[config.mk]
export PLATFORM = sky130hd
export DESIGN_NAME = even_down_count_ctrl
export DESIGN_NICKNAME = d
export VERILOG_FILES = /design/src/rtl/downcounter_pkg.sv /design/src/rtl/even_down_core.sv /design/src/rtl/even_down_count_ctrl.sv
export SDC_FILE = /design/constraint.sdc
export NUM_CORES = 1
export LEC_CHECK = 0
export BUFFER_PORTS_ARGS = -buffer_cell sky130_fd_sc_hd__buf_2
export CORE_MARGIN = 2
export CORE_UTILIZATION = 50
export DETAILED_ROUTE_END_ITERATION = 8
export PLACE_DENSITY = 0.93
export SLEW_MARGIN = 20
export SYNTH_ARGS = -nofsm -noshare
export SYNTH_HDL_FRONTEND = slang
export SYNTH_SLANG_ARGS = --single-unit
[constraint.sdc]
create_clock -name clk -period 2.6 [get_ports clk]
set_input_delay 0.26 -clock clk [delete_from_list [all_inputs] [get_ports clk]]
set_output_delay 0.26 -clock clk [all_outputs]
set_load 0.005 [all_outputs]
[src/rtl/downcounter_pkg.sv]
// Shared types and constants for the even down-counter datapath.
// Imported by the counter core and its controller.
package downcounter_pkg;

    typedef enum logic [1:0] {
        IDLE,
        COUNT,
        DONE
    } ctrl_state_t;

    localparam int STEP          = 2;
    localparam int DEFAULT_WIDTH = 8;

endpackage

[src/rtl/even_down_core.sv]
// Even down-counter register: loads an even value, steps down by STEP.
// The controller guarantees dec is never asserted at zero.
module even_down_core
    import downcounter_pkg::*;
#(
    parameter int WIDTH = DEFAULT_WIDTH
) (
    input  logic             clk,
    input  logic             rst,
    input  logic             load,
    input  logic [WIDTH-1:0] load_val,
    input  logic             dec,
    output logic [WIDTH-1:0] count
);

    logic [WIDTH-1:0] count_d;
    logic [WIDTH-1:0] count_q;

    always_comb begin
        count_d = count_q;
        if (load) begin
            // LSB is forced low so the value stays even.
            count_d = {load_val[WIDTH-1:1], 1'b0};
        end else if (dec) begin
            count_d = count_q - WIDTH'(STEP);
        end
    end

    always_ff @(posedge clk or negedge rst) begin
        if (!rst) begin
            count_q <= '0;
        end else begin
            count_q <= count_d;
        end
    end

    assign count = count_q;

endmodule

[src/rtl/even_down_count_ctrl.sv]
// Two-requester round-robin controller for the even down-counter core.
// Grants in IDLE, counts to zero, then pulses done to the job's owner.
module even_down_count_ctrl
    import downcounter_pkg::*;
#(
    parameter int WIDTH = DEFAULT_WIDTH
) (
    input  logic                  clk,
    input  logic                  rst,
    input  logic [1:0]            req_valid,
    input  logic [1:0][WIDTH-1:0] req_start,
    output logic [1:0]            req_ready,
    input  logic                  hold,
    input  logic                  abort,
    output logic [WIDTH-1:0]      count,
    output logic                  busy,
    output logic                  owner,
    output logic [1:0]            done
);

    ctrl_state_t      state_d;
    ctrl_state_t      state_q;
    logic             ptr_d;
    logic             ptr_q;
    logic             owner_d;
    logic             owner_q;
    logic             busy_d;
    logic             busy_q;
    logic [1:0]       done_d;
    logic [1:0]       done_q;

    logic             gnt_vld;
    logic             gnt;
    logic             load;
    logic [WIDTH-1:0] load_val;
    logic             dec;
    logic [WIDTH-1:0] cnt;
    logic             cnt_zero;

    assign cnt_zero = (cnt == '0);

    // Round-robin grant, only offered while idle.
    always_comb begin
        gnt_vld = 1'b0;
        gnt     = ptr_q;
        if (state_q == IDLE) begin
            if (req_valid[ptr_q]) begin
                gnt_vld = 1'b1;
                gnt     = ptr_q;
            end else if (req_valid[~ptr_q]) begin
                gnt_vld = 1'b1;
                gnt     = ~ptr_q;
            end
        end
    end

    assign req_ready = gnt_vld ? (2'b01 << gnt) : 2'b00;

    always_comb begin
        state_d  = state_q;
        ptr_d    = ptr_q;
        owner_d  = owner_q;
        load     = 1'b0;
        load_val = '0;
        dec      = 1'b0;
        case (state_q)
            IDLE: begin
                if (gnt_vld) begin
                    load     = 1'b1;
                    load_val = req_start[gnt];
                    owner_d  = gnt;
                    state_d  = COUNT;
                end
            end
            COUNT: begin
                if (abort) begin
                    load     = 1'b1;
                    load_val = '0;
                    ptr_d    = ~owner_q;
                    state_d  = IDLE;
                end else if (cnt_zero) begin
                    state_d = DONE;
                end else if (!hold) begin
                    dec = 1'b1;
                end
            end
            DONE: begin
                ptr_d   = ~owner_q;
                state_d = IDLE;
            end
            default: begin
                state_d = IDLE;
            end
        endcase
    end

    // Status outputs are registered from the next-state decode.
    always_comb begin
        busy_d = (state_d != IDLE);
        done_d = 2'b00;
        if (state_d == DONE) begin
            done_d[owner_d] = 1'b1;
        end
    end

    always_ff @(posedge clk or negedge rst) begin
        if (!rst) begin
            state_q <= IDLE;
            ptr_q   <= 1'b0;
            owner_q <= 1'b0;
            busy_q  <= 1'b0;
            done_q  <= 2'b00;
        end else begin
            state_q <= state_d;
            ptr_q   <= ptr_d;
            owner_q <= owner_d;
            busy_q  <= busy_d;
            done_q  <= done_d;
        end
    end

    even_down_core #(
        .WIDTH(WIDTH)
    ) u_core (
        .clk     (clk),
        .rst     (rst),
        .load    (load),
        .load_val(load_val),
        .dec     (dec),
        .count   (cnt)
    );

    assign count = cnt;
    assign busy  = busy_q;
    assign owner = owner_q;
    assign done  = done_q;

endmodule

-- After elaboration in Yosys (flattened, before gate mapping)
Index checks and enable logic that the tools add are counted.
- register bits after elaboration: 15
- input port bits: 22
- add/sub/neg operators: 1
- $lt $le $gt $ge: 5
- equal/unequal tests: 4
- shift-type cells: 1
- muxes and demuxes: 35
- bitwise gates (word level): 2
- reduce and logical (&&, ||, !) cells: 7
- operators by type and width (cell ; number):
    $mux 8 ; 6
    $mux 1 ; 20
    $mux 2 ; 5
    $logic_not 8->1 ; 1
    $lt 1x2->1 const B ; 4
    $sub 8x2->8 const B ; 1
    $reduce_bool 2->1 ; 3
    $eq 2x2->1 const B ; 2
    $pmux 1 s2 ; 2
    $pmux 2 s2 ; 1
    $eq 2x1->1 const B ; 1
    $logic_not 2->1 ; 1
    $ne 2x2->1 const B ; 1
    $not 1->1 ; 2
    $reduce_and 2->1 ; 1
    $shl 1x1->2 const A ; 1
    $demux 1 s1 ; 1
    $ge 1x1->1 const B ; 1
    $logic_and 1x1->1 ; 1

-- Logic depth before layout (Yosys ltp)
Gate-level depths: netlist of run 1.
- word-level depth: 13
- mapped depth: 6
- depth with buffers taken out: 6

-- Hierarchy
From an unflattened synthesis of run 1, not the netlist that was laid out.
- cells, all modules: 87
- area total of the unflattened synthesis: 860.8 um^2
- by module, submodules not included (module ; times used ; cells an instance ; area an instance (um^2) ; sequential area each (um^2)):
    even_down_count_ctrl ; 1 ; 42 ; 437.9 ; 175.2
    even_down_core ; 1 ; 45 ; 422.9 ; 175.2

-- Least setup slack after synthesis of run 1
Ideal clock, no wire load.
- kind: register to register
- from: register u_core.count_q[1], in the netlist u_core.count[1]
- to: register u_core.count_q[7], in the netlist u_core.count[7]
- setup time: 0.072 ns
- data arrival time: 1.479 ns
- required time: 2.528 ns
- slack: 1.049 ns
- cell stages (with the launch flop): 7
- buffers on the path: 0
- clock period less this slack: 1.551 ns
- cell sequence: dfrtp_1 > inv_1 > ha_1 > nor3b_1 > and4_2 > o32a_1 > nor2_1
- cells in the longest elaborated chain, start to end: 5
- elaborated cells between the ends (all ways): 8
- classes of those cells: add/sub (1); mux (5); reduce/logical (2)
- RTL lines (element ; line ; RTL):
    start: declaration ; even_down_core.sv:17 ; logic [WIDTH-1:0] count_q;
    start signal: assignment ; even_down_core.sv:33 ; count_q <= count_d;
    branches (longest 5 deep; another with $sub 8x2->8) ; -- ;
Parallel ways; which one is timed is not known. The select of a mux whose other input is x is not followed.
A chain may end at the register's enable or synchronous reset.

-- Worst setup path after layout of run 1
- from: register state_q[1]
- to: output req_ready[1]
- cells in the longest elaborated chain, start to end: 4
- elaborated cells between the ends (all ways): 5
- classes of those cells: shift (1); mux (3); reduce/logical (1)
- RTL lines (element ; line ; RTL):
    start: declaration ; even_down_count_ctrl.sv:22 ; ctrl_state_t state_q;
    start signal: assignment ; even_down_count_ctrl.sv:114 ; state_q <= state_d;
    $logic_not 2->1 * ; even_down_count_ctrl.sv:46 ; if (state_q == IDLE) begin
    $mux 1 ; even_down_count_ctrl.sv:46 ;
    $shl 1x1->2 ; even_down_count_ctrl.sv:57 ; assign req_ready = gnt_vld ? (2'b01 << gnt) : 2'b00;
    $mux 2 * ; even_down_count_ctrl.sv:57 ;
    end: declaration ; even_down_count_ctrl.sv:12 ; output logic [1:0] req_ready,
Every way passes the cells marked *; elsewhere a longest branch is shown, timed or not.

==> qor.txt, run 1 <==
Initial Util: 0.535
Main synth FF type: dfrtp_1
Area contributors post-synth: dfrtp_1, nor2_1, mux2i_1
hpwl dp: 1.65 mm
worst-path cell chain: or2_2 -> nor2_1 -> nor2_1 -> buf_2
routability-driven placement congestion ratio: 0.862
largest net degree at the start of global routing: 15
final antenna-violating net count: 0
vias: 877
GRT Util Overall: 0.217
Setup Skew: 1.22 ps
Area Growth Syn to Fin: 23.2%
Via density: 5.73
outcome: finished clean
Final Max Slew Viols: 0
Iter 0 DRT Violations: 5
Num CTS Buffers: 3
Rows: 15
Die Ht: 47.0 um
Worst-Margin Slew: 579 ps
number of setup violations in the final report: 0
Mapped Avg Cell Area: 9.82 sq um
CTS tree: done
fill count: 154
Final Hold Fails: 0
critical path data arrival time: 1560 ps
synth unique cells: 42
most frequent cells in the layout: buf_2, nor2_1, dfrtp_1
clock latency on the worst-skew pair: 280 ps
antenna cells: 0
# hold bufs at CTS: 1
fin crit share: 0.700
H-tree depth: 1
power per cell area: 1050 mW/mm^2
Die ar.: 0.00221 sq mm
HP Class: in2reg
P_leak: 0.558 nW
Pre-Repair DR Iteration Count: 5
commonest non-fill, non-tap cell in the layout: buf_2
Finished Core Util: 0.659
Critical Path Max Stage Delay: 490 ps
CTS sink cnt: 14
startpoint types: flip-flop
Post-synth EDFFs: 0
CTS root buf: clkbuf_4
share of layout cells above drive strength 1: 0.406
max cap viols: 0
Yosys top cell area share: 0.379
antenna violations before repair: 0
sequential-to-total area share from yosys stat: 0.379
PostCTS Resize Cnt: 0
vias in the first global route: 817
NumNets Final: 152
Crit Path Max Fanout: 7
worst reg-to-reg path cell count: 6
slowest CP cell: dfrtp_1
Async SR Flop Fraction: 1.00
Clock Tree Buf Depth: 2
I/O pin count: 36
placed cell count: 148
post-synthesis register bit count: 14
Setup Crit Path Kind: reg2out
post-synth top area cell: dfrtp_1
CP endpoint kind: primary output
first-pass GRT wire length: 3.37 mm
Die X: 47.0 um
VDD IR-drop max: 0.000591 V
DR DRC count: 0
input/output buffers: 32
Slew HR: 0.612
Clk pin slew, worst setup/hold paths: 90 ps
Syn. warnings: 0
Tmin final: 1820 ps
f_max: 549 MHz
Core ar.: 0.00173 sq mm
wire per inst: 13.8 um
Post-Synthesis Cells: 94
Final Non-Filler Cells: 153
GRT overflow: 0
Mapped Area: 923 sq um
most frequent CP cell: nor2_1
Fin Setup TNS: 0 ps
Syn Nets: 117
Data required, critical path: 2340 ps
Post-CTS Setup Inserts: 0
hold depth: 3
WL final: 2.11 mm
RSZ-0062 raised after global routing: false
routing by layer:
layer  track usage  up-vias  share of wire
li1              -      419              -
met2         0.367       31           0.49
met3        0.0346        4          0.054
met5             0        -              0
met4         0.111        0          0.016
met1         0.267      423           0.44
worst paths after layout:
path / from / end / slack [ps]
worst max-delay path: state_q[1] / req_ready[1] / 780
worst min-delay path: req_start[6] / u_core.count[6] / 280
worst max register to register: u_core.count[1] / u_core.count[7] / 850
worst min register to register: owner / ptr_q / 520
max in group asynchronous: rst / u_core.count[3] / 1940
min in group asynchronous: rst / ptr_q / 410
Yosys cell counts, types with 2 or more instances:
cell / instances
mux2i_1: 5
o22a_2: 2
nor3_1: 2
dfrtp_1: 14
a21oi_1: 7
inv_1: 3
o21ai_0: 2
a21boi_4: 2
nand3_1: 4
nand2_1: 6
nor2_1: 14
o22ai_1: 2
a211oi_1: 2
state kept, by name, indices dropped and copies added (netlist names):
register / cells
busy: 1
owner: 1
state_q: 2
u_core.count: 7
ptr_q: 1
done: 2
logic make-up (layout without fill, tap and decap cells):
kind of cell	count (synthesis)	count (layout)	synth area share
AND/OR/NAND/NOR	38	38	0.252
adder cells (fa/ha/maj)	1	1	0.0135
AO/OA/AOI/OAI	28	28	0.247
other	1	1	0.00406
buffers and inverters	6	40	0.0379
multiplexers	6	6	0.0664
flip-flops	14	14	0.379
power by group:
| group | total, mW | internal (mW) | switching [mW] | leakage (nW) |
|---|---|---|---|---|
| logic | 0.612 | 0.299 | 0.313 | 0.359 |
| registers | 0.428 | 0.299 | 0.129 | 0.177 |
| clock network | 0.160 | 0.0853 | 0.0746 | 0.0210 |
| total | 1.20 | 0.682 | 0.517 | 0.558 |
area by class of cell:
cell class	count	area [sq um]	share of cell area
Timing Repair Buffer	33	170	0.150
Inverter	3	11.3	0.00990
Tap cell	25	31.3	0.0275
Clock buffer	4	36.3	0.0319
Sequential cell	14	350	0.308
Multi-Input combinational cell	74	538	0.473
critical path, delay by kind of cell (launching register included):
kind,cells,cell delay [ps]
flops,1,490
buf+inv,1,140
simple gates,3,640
metrics by stage:
step | total power [mW] | cell area, sq um | hold slack [ps] | setup WS [ps]
2_1_floorplan | 0.852 | 923 | -35.6 | 1050
3_3_place_gp | 1.00 | 1090 | 165 | 934
3_5_place_dp | 1.04 | 1090 | 175 | 872
4_1_cts | 1.20 | 1140 | 274 | 788
5_1_grt | 1.29 | 1140 | 288 | 670
6_report | 1.20 | 1140 | 277 | 779
Note: power is estimated with default switching activity, not from simulation.
==> run 2: changes to the inputs <==
Settings changed: CORE_UTILIZATION 50 to 43, PLACE_DENSITY 0.93 to 0.86.
Clock period 2.6 ns to 1.56 ns, I/O delays scaled along.
==> qor.txt, run 2 (synthesis gave the netlist of run 1 again) <==
pre-CTS WS: -60.3 ps
max cap viols: 0
highest metal used: met4
antenna cells: 0
Critical Path Max Stage Delay: 420 ps
CTS sink cnt: 14
VDD IR-drop max: 0.00100 V
routability-driven placement congestion ratio: 0.854
Die ar.: 0.00253 sq mm
Data required, critical path: 1760 ps
commonest non-fill, non-tap cell in the layout: buf_2
hpwl dp: 1.75 mm
WL final: 2.36 mm
final antenna-violating net count: 0
input/output buffers: 32
I/O pin count: 36
Final Max Slew Viols: 0
CP endpoint kind: flip-flop
vias in the first global route: 819
outcome: finished clean
NumNets Final: 164
GRT overflow: 0
Core ar.: 0.00200 sq mm
Die X: 50.3 um
Area Growth Syn to Fin: 38.5%
HP Class: in2reg
Pre-Repair DR Iteration Count: 4
routed wl met3: 123 um
clock latency on the worst-skew pair: 300 ps
fill count: 178
reg2reg end: u_core.count[2]
H-tree depth: 1
hold wc startpoint: req_start[6]
Iter 0 DRT Violations: 9
largest net degree at the start of global routing: 15
post-route setup slack: 20.6 ps
first-pass GRT wire length: 3.82 mm
Tmin final: 1540 ps
worst reg-to-reg path cell count: 5
Via density: 5.29
Clk pin slew, worst setup/hold paths: 90 ps
Num CTS Buffers: 3
Hold EP: u_core.count[6]
f_max: 650 MHz
number of setup violations in the final report: 0
most frequent cells in the layout: buf_2, nor2_1, dfrtp_1, buf_4, a21oi_1
P_leak: 0.621 nW
Clock Tree Buf Depth: 2
CTS tree: done
startpoint types: flip-flop
Setup Crit Path Kind: reg2reg
M1 wire length: 1.02 mm
Initial Util: 0.461
max FFs per register: 7
Crit Path Max Fanout: 6
DR DRC count: 0
GRT Util Overall: 0.198
wire per inst: 14.1 um
hold depth: 3
fin crit share: 0.987
R2R Path Start: u_core.count[2]
vias: 883
Die Ht: 50.3 um
Rows: 16
slowest CP cell: dfrtp_1
CTS root buf: clkbuf_4
antenna violations before repair: 0
Finished Core Util: 0.639
power per cell area: 1810 mW/mm^2
share of layout cells above drive strength 1: 0.529
Final Hold Fails: 0
worst-path cell chain: buf_6 -> nor3_4 -> a21boi_4 -> or2_4 -> o22a_2
critical path data arrival time: 1740 ps
Setup Skew: 2.97 ps
RSZ-0062 raised after global routing: true
WL met2: 1.18 mm
reg2reg setup slack: 20 ps
## run 2: per-layer routing
| metal | GRT usage | up-vias |
|---|---|---|
| li1 | - | 439 |
| met3 | 0.0327 | 3 |
| met4 | 0.0991 | 0 |
| met5 | 0 | - |
| met2 | 0.309 | 32 |
| met1 | 0.263 | 409 |
## run 2: worst max path at each step
stage,from,end,cells past startpoint
2_1_floorplan,u_core.count[1],u_core.count[7],6
3_3_place_gp,u_core.count[1],u_core.count[7],6
3_5_place_dp,u_core.count[1],u_core.count[7],6
4_1_cts,state_q[1],u_core.count[1],4
5_1_grt,u_core.count[2],done[1],5
6_report,u_core.count[2],u_core.count[2],5
## run 2: area by class of cell
cell class / instances / area [sq um] / area share
inverter: 3 / 11.3 / 0.00881
multi-input combinational: 74 / 579 / 0.453
tap: 27 / 33.8 / 0.0264
sequential: 14 / 354 / 0.277
timing repair buffer: 45 / 264 / 0.206
clock buffer: 4 / 36.3 / 0.0284
## run 2: stage by stage
stage / area, sq um / hold slack [ps] / total power, mW / setup TNS (ps) / cells
after floorplan: 923 / -140 / 1.42 / 0 / 94
after global placement: 1160 / 66.5 / 1.81 / 0 / 159
after detailed placement: 1160 / 75.7 / 1.87 / -60.3 / 159
after CTS: 1230 / 153 / 2.20 / 0 / 164
after global routing: 1280 / 160 / 2.47 / -204 / 167
final: 1280 / 142 / 2.31 / 0 / 167
## run 2: critical path: cells and delay by family (launching register included)
kind	cells	cell delay, ps
flops	1	420
compound gates	2	340
buf+inv	1	140
simple gates	2	540
## run 2: report_power, final
group          leakage, nW  internal, mW  switching [mW]  total (mW)
Sequential           0.173         0.504           0.190       0.693
Clock               0.0210         0.143           0.136       0.279
Combinational        0.427         0.694           0.643        1.34
## run 2: timing repair
action                                  4_1_cts  5_1_grt
setup buffers                                 0        3
gates resized for setup                       8        7
cloned                                        0        0
hold buffers                                  1        0
hold endpoints to repair                     14        0
endpoints found under the setup margin        4        9
pin swaps                                     0        7
==> run 3: changes to the inputs <==
Clock period 1.56 ns to 1.4 ns, I/O delays scaled along.
==> qor.txt, run 3 (synthesis gave the netlist of run 1 again) <==
outcome: finished with violations
Critical Path Sink: u_core.count[5]
Pre-Repair DR Iteration Count: 4
Clk pin slew, worst setup/hold paths: 90 ps
worst reg-to-reg path cell count: 6
HP Class: in2reg
Iter 0 DRT Violations: 36
reg2reg setup slack: -140 ps
VDD IR-drop max: 0.00120 V
antenna cells: 0
H-tree depth: 1
Die Ht: 50.3 um
antenna violations before repair: 0
input/output buffers: 32
f_max: 648 MHz
fill count: 151
Data required, critical path: 1600 ps
fin crit share: 1.10
Die X: 50.3 um
CTS tree: done
Rows: 16
hpwl dp: 1.99 mm
largest net degree at the start of global routing: 15
hold slack: 170 ps
Crit Path Max Fanout: 4
GRT Util Overall: 0.256
R2R Path Start: u_core.count[1]
RSZ-0062 raised after global routing: true
most frequent cells in the layout: buf_2, buf_4, nor2_1, dfrtp_1, a21oi_1
Critical path origin: u_core.count[1]
Final Max Slew Viols: 0
Num CTS Buffers: 3
NumNets Final: 179
hold wc startpoint: req_start[6]
Setup Crit Path Kind: reg2reg
WL final: 3.03 mm
reg2reg end: u_core.count[5]
first-pass GRT wire length: 4.76 mm
share of layout cells above drive strength 1: 0.613
Core ar.: 0.00200 sq mm
commonest non-fill, non-tap cell in the layout: buf_2
I/O pin count: 36
GRT overflow: 0
Final Hold Fails: 0
Clock Tree Buf Depth: 2
max FFs per register: 7
number of setup violations in the final report: 11
Finished Core Util: 0.731
startpoint types: flip-flop
vias in the first global route: 1,037
CTS root buf: clkbuf_4
routability-driven placement congestion ratio: 0.795
CP endpoint kind: flip-flop
max cap viols: 0
Via density: 5.52
CTS sink cnt: 14
post-route setup slack: -143 ps
Area Growth Syn to Fin: 58.4%
clock latency on the worst-skew pair: 290 ps
final antenna-violating net count: 0
Die ar.: 0.00253 sq mm
power per cell area: 2090 mW/mm^2
P_leak: 0.712 nW
Tmin final: 1540 ps
Setup Skew: 1.18 ps
Initial Util: 0.461
vias: 1,004
failing checks: setup timing
wire per inst: 16.6 um
critical path data arrival time: 1740 ps
DR DRC count: 0
-- run 3: changes by cell type in the layout (fill, tap and decap cells not counted), sizes merged --
cell  before  now
buf       44   59
-- run 3: metrics by stage --
stage,area [sq um],setup TNS [ps],worst slack [ps],std cells,power (mW)
after CTS,1420,-635,-109,179,2.90
after global placement,1250,-182,-64.4,168,2.21
after detailed placement,1250,-701,-163,168,2.31
after global routing,1460,-1640,-214,182,3.25
after floorplan,950,-138,-50.9,94,1.64
final,1460,-943,-143,182,3.06
-- run 3: final cells by class --
cell class	count	area [sq um]	share of cell area
Multi-Input combinational cell	74	632	0.432
Timing Repair Buffer	60	395	0.270
Sequential cell	14	354	0.242
Clock buffer	4	36.3	0.0248
Tap cell	27	33.8	0.0231
Inverter	3	11.3	0.00770
-- run 3: worst max-delay path, stage by stage (launching register included) --
cell	delay, ps
dfrtp_1	430
inv_1	70
ha_2	190
nor3b_4	170
buf_4	130
a31o_2	250
a211oi_2	220
-- run 3: what timing repair did --
action                     CTS  global route
hold endpoints to repair    14             0
setup endpoints to repair   12            12
buffers inserted             6             3
resized for setup           20             4
pin swaps                   15             7
hold buffers                 1             0
-- run 3: how the worst min path moves through the flow --
stage	end	cells past startpoint	slack, ps
6_report	u_core.count[6]	3	170
5_1_grt	u_core.count[6]	3	170
4_1_cts	u_core.count[6]	3	150
3_5_place_dp	ptr_q	1	60
3_3_place_gp	owner	1	50
2_1_floorplan	busy	0	-160
-- run 3: report_power, final --
part	internal (mW)	switching, mW	total [mW]	leakage, nW
combinational	1.07	0.949	2.02	0.518
sequential	0.563	0.166	0.729	0.174
clock	0.158	0.148	0.306	0.0210
-- run 3: layer usage --
metal | track usage | share of wire | vias up | routed length [um]
met5 | 0 | 0 | - | 0
met4 | 0.189 | 0.056 | 0 | 170
met3 | 0.0357 | 0.066 | 18 | 200
met2 | 0.441 | 0.51 | 55 | 1530
met1 | 0.284 | 0.37 | 464 | 1120
li1 | - | - | 467 | -
